--- config.mk ---
export PLATFORM = sky130hd
export DESIGN_NAME = salem_change_disp
export DESIGN_NICKNAME = d
export VERILOG_FILES = /design/src/rtl/salem_change_disp.sv
export SDC_FILE = /design/constraint.sdc
export NUM_CORES = 1
export LEC_CHECK = 0
export ABC_CLOCK_PERIOD_IN_PS = 17400
export BUFFER_PORTS_ARGS = -buffer_cell sky130_fd_sc_hd__buf_2
export CAP_MARGIN = 0
export CELL_PAD_IN_SITES_DETAIL_PLACEMENT = 0
export CELL_PAD_IN_SITES_GLOBAL_PLACEMENT = 1
export CORE_ASPECT_RATIO = 0.75
export CORE_MARGIN = 2
export CORE_UTILIZATION = 43
export DETAILED_ROUTE_END_ITERATION = 10
export GPL_TIMING_DRIVEN = 0
export PLACE_DENSITY = 0.84
export SYNTH_ARGS = -nofsm -noshare
export SYNTH_HDL_FRONTEND = slang
export SYNTH_SLANG_ARGS = --single-unit
export TNS_END_PERCENT = 5
--- constraint.sdc ---
create_clock -name clk -period 17.4 [get_ports clk]
set_input_delay 1.74 -clock clk [delete_from_list [all_inputs] [get_ports clk]]
set_output_delay 1.74 -clock clk [all_outputs]
set_load 0.01 [all_outputs]
--- src/rtl/salem_change_disp.sv ---
// salem_change_disp: pays out a two-digit BCD change amount one coin at a
// time through a request/acknowledge handshake with the coin hopper. Each
// coin is the largest denomination (20, 10, 5, 1) that fits the remainder
// and is still in stock. A per-denomination inventory is kept, and an
// unpaid remainder is reported when stock runs out.
module salem_change_disp #(
    parameter int INV_INIT = 8,
    parameter int LOW_TH   = 2
) (
    input  logic       clk,
    input  logic       rstn,
    input  logic       start,
    input  logic [7:0] amt_bcd,
    input  logic       refill,
    input  logic       coin_ack,
    output logic       coin_req,
    output logic [3:0] coin_sel,
    output logic       busy,
    output logic       done,
    output logic       short,
    output logic       bad,
    output logic [7:0] left_bcd,
    output logic [3:0] inv_low
);

    typedef enum logic [2:0] {
        IDLE,
        LOAD,
        SELECT,
        REQ,
        DONE
    } state_t;

    localparam logic [7:0] INV_RELOAD = INV_INIT[7:0];

    state_t     state;
    logic [7:0] amt_q;
    logic [6:0] rem;
    logic [1:0] sel_idx;
    logic [7:0] inv [4];

    logic       pick_ok;
    logic [1:0] pick_idx;

    // Value in units of the coin at a given denomination index.
    function automatic logic [6:0] coin_val(input logic [1:0] idx);
        case (idx)
            2'd3:    return 7'd20;
            2'd2:    return 7'd10;
            2'd1:    return 7'd5;
            default: return 7'd1;
        endcase
    endfunction

    // Binary 0-99 back to two BCD digits by repeated subtraction of ten.
    function automatic logic [7:0] to_bcd(input logic [6:0] v);
        logic [3:0] t;
        logic [6:0] r;
        t = 4'd0;
        r = v;
        for (int i = 0; i < 9; i++) begin
            if (r >= 7'd10) begin
                r = r - 7'd10;
                t = t + 4'd1;
            end
        end
        return {t, r[3:0]};
    endfunction

    // Largest denomination that fits the remainder and is still in stock.
    always_comb begin
        pick_ok  = 1'b0;
        pick_idx = 2'd0;
        if (rem >= 7'd20 && inv[3] != 8'd0) begin
            pick_ok  = 1'b1;
            pick_idx = 2'd3;
        end else if (rem >= 7'd10 && inv[2] != 8'd0) begin
            pick_ok  = 1'b1;
            pick_idx = 2'd2;
        end else if (rem >= 7'd5 && inv[1] != 8'd0) begin
            pick_ok  = 1'b1;
            pick_idx = 2'd1;
        end else if (rem >= 7'd1 && inv[0] != 8'd0) begin
            pick_ok  = 1'b1;
            pick_idx = 2'd0;
        end
    end

    // Low-stock flags follow the inventory registers directly.
    always_comb begin
        for (int i = 0; i < 4; i++) begin
            inv_low[i] = (int'(inv[i]) < LOW_TH);
        end
    end

    // Moore control outputs decoded from the registered state.
    assign coin_req = (state == REQ);
    assign busy     = (state != IDLE);
    assign done     = (state == DONE);

    // Payout sequencer, inventory counters and sticky result registers.
    always_ff @(posedge clk or negedge rstn) begin
        if (!rstn) begin
            state    <= IDLE;
            amt_q    <= 8'h00;
            rem      <= 7'd0;
            sel_idx  <= 2'd0;
            coin_sel <= 4'b0000;
            short    <= 1'b0;
            bad      <= 1'b0;
            left_bcd <= 8'h00;
            for (int i = 0; i < 4; i++) begin
                inv[i] <= INV_RELOAD;
            end
        end else begin
            case (state)
                IDLE: begin
                    if (refill) begin
                        for (int i = 0; i < 4; i++) begin
                            inv[i] <= INV_RELOAD;
                        end
                    end
                    if (start) begin
                        amt_q    <= amt_bcd;
                        short    <= 1'b0;
                        bad      <= 1'b0;
                        left_bcd <= 8'h00;
                        state    <= LOAD;
                    end
                end
                LOAD: begin
                    if (amt_q[7:4] > 4'd9 || amt_q[3:0] > 4'd9) begin
                        bad      <= 1'b1;
                        left_bcd <= 8'h00;
                        state    <= DONE;
                    end else begin
                        rem   <= 7'(amt_q[7:4]) * 7'd10 + 7'(amt_q[3:0]);
                        state <= SELECT;
                    end
                end
                SELECT: begin
                    if (rem == 7'd0) begin
                        left_bcd <= 8'h00;
                        state    <= DONE;
                    end else if (pick_ok) begin
                        sel_idx  <= pick_idx;
                        coin_sel <= 4'b0001 << pick_idx;
                        state    <= REQ;
                    end else begin
                        short    <= 1'b1;
                        left_bcd <= to_bcd(rem);
                        state    <= DONE;
                    end
                end
                REQ: begin
                    if (coin_ack) begin
                        rem          <= rem - coin_val(sel_idx);
                        inv[sel_idx] <= inv[sel_idx] - 8'd1;
                        coin_sel     <= 4'b0000;
                        state        <= SELECT;
                    end
                end
                DONE: begin
                    state <= IDLE;
                end
                default: begin
                    state <= IDLE;
                end
            endcase
        end
    end

endmodule

==> reports/metrics.csv <==
stage,metric,value,unit
route,Vias/cell,5.95,
route,Post-DRT Antenna Nets,0,
logic_synthesis,Post-Syn Area per Cell,8.28,sq um
clocking,H-Tree Depth,3,
floorplan,Initial Utilization,44.0,%
final_layout,Final Cell Area,7150,sq um
worst_setup_path,Critical R2R Launch,rem[1]$_DFFE_PN0P_,
logic_synthesis,ys flop type,dfrtp_1,
worst_setup_path,CP Launch Type,flop,
worst_setup_path,max incr delay on CP,0.61,ns
grt,initial antenna violation count,0,
worst_setup_path,CP Max Fanout,10,
run_status,status,completed,
route,Detailed Routing Iterations Pass 1,5,
sta,Final Setup Violations,0,
logic_synthesis,Yosys reg bits,66,
placement,Setup WS pre-CTS,3.09,ns
final_layout,layout overhead on the synthesized area,12.0,%
run,max-cap violations,0,
sta,"Slew Viols, Final",0,
route,wire length per cell,16.9,um
worst_setup_path,WS Path Type,flop to flop,
route,DRT iter0 DRCs,464,
floorplan,die width,145,um
clocking,clk_lat worst skew,0.34,ns
worst_setup_path,FF-to-FF End,left_bcd[5]$_DFFE_PN0P_,
logic_synthesis,cell count after synthesis,771,
clocking,CTS tree,built,
sta,relative slew slack,43.2,%
clocking,clk buf depth,2,
clocking,number of hold-repair buffers added at the cts stage,0,
placement,Placed Area,6820,sq um
placement,port bufs,33,
worst_setup_path,Slowest cell on crit path,a221oi_1,
worst_setup_path,most frequent CP cell,ha_1,
final_layout,final layout net count,866,
final_layout,most frequent cells in the layout,"nand2_1 (119), o21ai_0 (68), dfrtp_1 (62), a21oi_1 (48), buf_2 (41)",
floorplan,Top Ports,34,
worst_setup_path,Worst setup startpoint,rem[1]$_DFFE_PN0P_,
final_layout,"commonest non-fill, non-tap cell in the layout",nand2_1,
logic_synthesis,post-synthesis sequential area ratio,26.0,%
sta,Tcrit/Tclk final,83.8,%
clocking,clk slew on worst S/H paths,0.06,ns
route,Total Wirelength,17.2,mm
floorplan,Die ar.,15800,sq um
clocking,post_cts resized,0,
sta,fin crit period,14.58,ns
floorplan,core region area,14500,sq um
worst_setup_path,crit end category,flop,
clocking,# Post-CTS Setup Buffers,0,
logic_synthesis,ys async rst share,100,%
logic_synthesis,Mapped Nets,821,
grt,first-pass GRT wire length,28.8,mm
worst_setup_path,crit path DAT,14.81,ns
sta,Fmax,68.6,MHz
sta,final worst slack,2.82,ns
clocking,CTS root buf,clkbuf_16,
grt,number of global-route vias before repair,5733,
final_layout,ratio of cells with drive above 1 in the final layout,16.1,%
logic_synthesis,Yosys warning total,0,
clocking,clock buffer count from CTS,9,
floorplan,die height,110,um
placement,dpl hpwl,13.5,mm
sta,sum of negative setup slack,0,ns
route,DRC violations left,0,
final_layout,ant diodes,0,
sta,Max Clock Skew,0.00631,ns
worst_setup_path,worst reg2reg path depth,63,
sta,final hold vios,0,
grt,grt ovf,0,
floorplan,Placement Rows,38,
sta,worst slew pin tran,0.846,ns
worst_setup_path,end of the critical path,left_bcd[5]$_DFFE_PN0P_,
placement,gpl congestion,0.935,
logic_synthesis,Netlist cell types,96,
grt,Total GRT Usage,22.7,%
sta,unrepaired setup endpoints after global routing,false,
sta,Min Hold Slack,0.489,ns
grt,largest net degree at the start of global routing,43,
logic_synthesis,"EDFF count, synth",0,
route,vias post-DR,6075,
worst_setup_path,reg2reg setup slack,2.82,ns
clocking,clk sink count,66,
logic_synthesis,Post-Syn Area,6380,sq um
hold_path,worst hold path type,flop to flop,
worst_setup_path,CP required,17.63,ns
## stage by stage
| step | util, % | std cells |
|---|---|---|
| finish | 49.3 | 1021 |
| global route | 49.3 | 1021 |
| CTS | 49.3 | 1021 |
| detailed placement | 47.0 | 1005 |
| global placement | 46.9 | 1004 |
| floorplan | - | 771 |
## cells in the mapped netlist (all sizes together), types with 8 or more instances
| library cell | count | area share (%) |
|---|---|---|
| mux2i | 10 | 1.6 |
| a21oi | 49 | 3.9 |
| o211ai | 13 | 1.5 |
| inv | 38 | 2.2 |
| and2 | 8 | 0.82 |
| buf | 17 | 1.8 |
| clkbuf | 14 | 0.82 |
| a211oi | 10 | 1.7 |
| mux4 | 8 | 2.8 |
| nor3 | 27 | 2.5 |
| xnor2 | 33 | 4.5 |
| ha | 34 | 6.7 |
| mux2 | 18 | 3.2 |
| nor2b | 12 | 1.2 |
| o21ai | 81 | 6.5 |
| dfrtp | 62 | 24 |
| nand2 | 120 | 7.1 |
| o31ai | 9 | 1.3 |
| nor2 | 39 | 2.3 |
| a21o | 10 | 1.2 |
| nand3 | 25 | 2.0 |
## cell type report
type                       instances  area, sq um
inverter                          39          146
sequential                        66         1660
fill                            1373         7350
tap                              200          250
buffer                            31          168
timing repair buffer              34          185
multi-input combinational        635         4410
clock inverter                     6         90.1
clock buffer                      10          239
## cell families (layout without fill, tap and decap cells)
logic type / count (synthesis) / in the layout / synth area share, %
AO/OA/AOI/OAI: 249 / 249 / 27.8
AND/OR/NAND/NOR: 273 / 273 / 20.6
buffers and inverters: 70 / 120 / 4.92
flip-flops: 66 / 66 / 26.0
multiplexers: 36 / 36 / 7.63
XOR/XNOR: 39 / 39 / 5.35
adder cells (fa/ha/maj): 38 / 38 / 7.76
## sequential cells by signal, indices dropped and copies added, names as in the netlist, 2 cells and up
register	count
left_bcd	8
state	3
coin_sel	4
rem	7
sel_idx	2
amt_q	8
inv	32
## worst max-delay path: cells and delay by family, from the launching register on
family	cells	cell delay, ns
simple gates	21	4.25
mux	5	1.10
xor+xnor	3	1.17
flops	1	0.50
compound gates	17	4.42
buf+inv	8	1.28
fa+ha+maj	9	1.74
## per-layer routing
layer | routed length, um | GRT usage (%) | part of all wire (%)
met1 | 8780 | 34.9 | 51
met3 | 1300 | 4.88 | 7.6
met4 | 108 | 3.68 | 0.63
met5 | 0 | 0 | 0
met2 | 7030 | 33.1 | 41
## worst min-delay path by stage
stage                            startpoint                       to  cells after the start
floorplan               inv[30]$_DFFE_PN0P_      inv[30]$_DFFE_PN0P_                      2
global placement    left_bcd[3]$_DFFE_PN0P_  left_bcd[3]$_DFFE_PN0P_                      2
detailed placement  left_bcd[7]$_DFFE_PN0P_  left_bcd[7]$_DFFE_PN0P_                      2
CTS                 left_bcd[1]$_DFFE_PN0P_  left_bcd[1]$_DFFE_PN0P_                      2
global route        left_bcd[1]$_DFFE_PN0P_  left_bcd[1]$_DFFE_PN0P_                      2
finish              left_bcd[1]$_DFFE_PN0P_  left_bcd[1]$_DFFE_PN0P_                      2
Power is left out: the tool's default activity adds up to more than one toggle a clock period on the data nets, which glitch-free logic cannot reach.
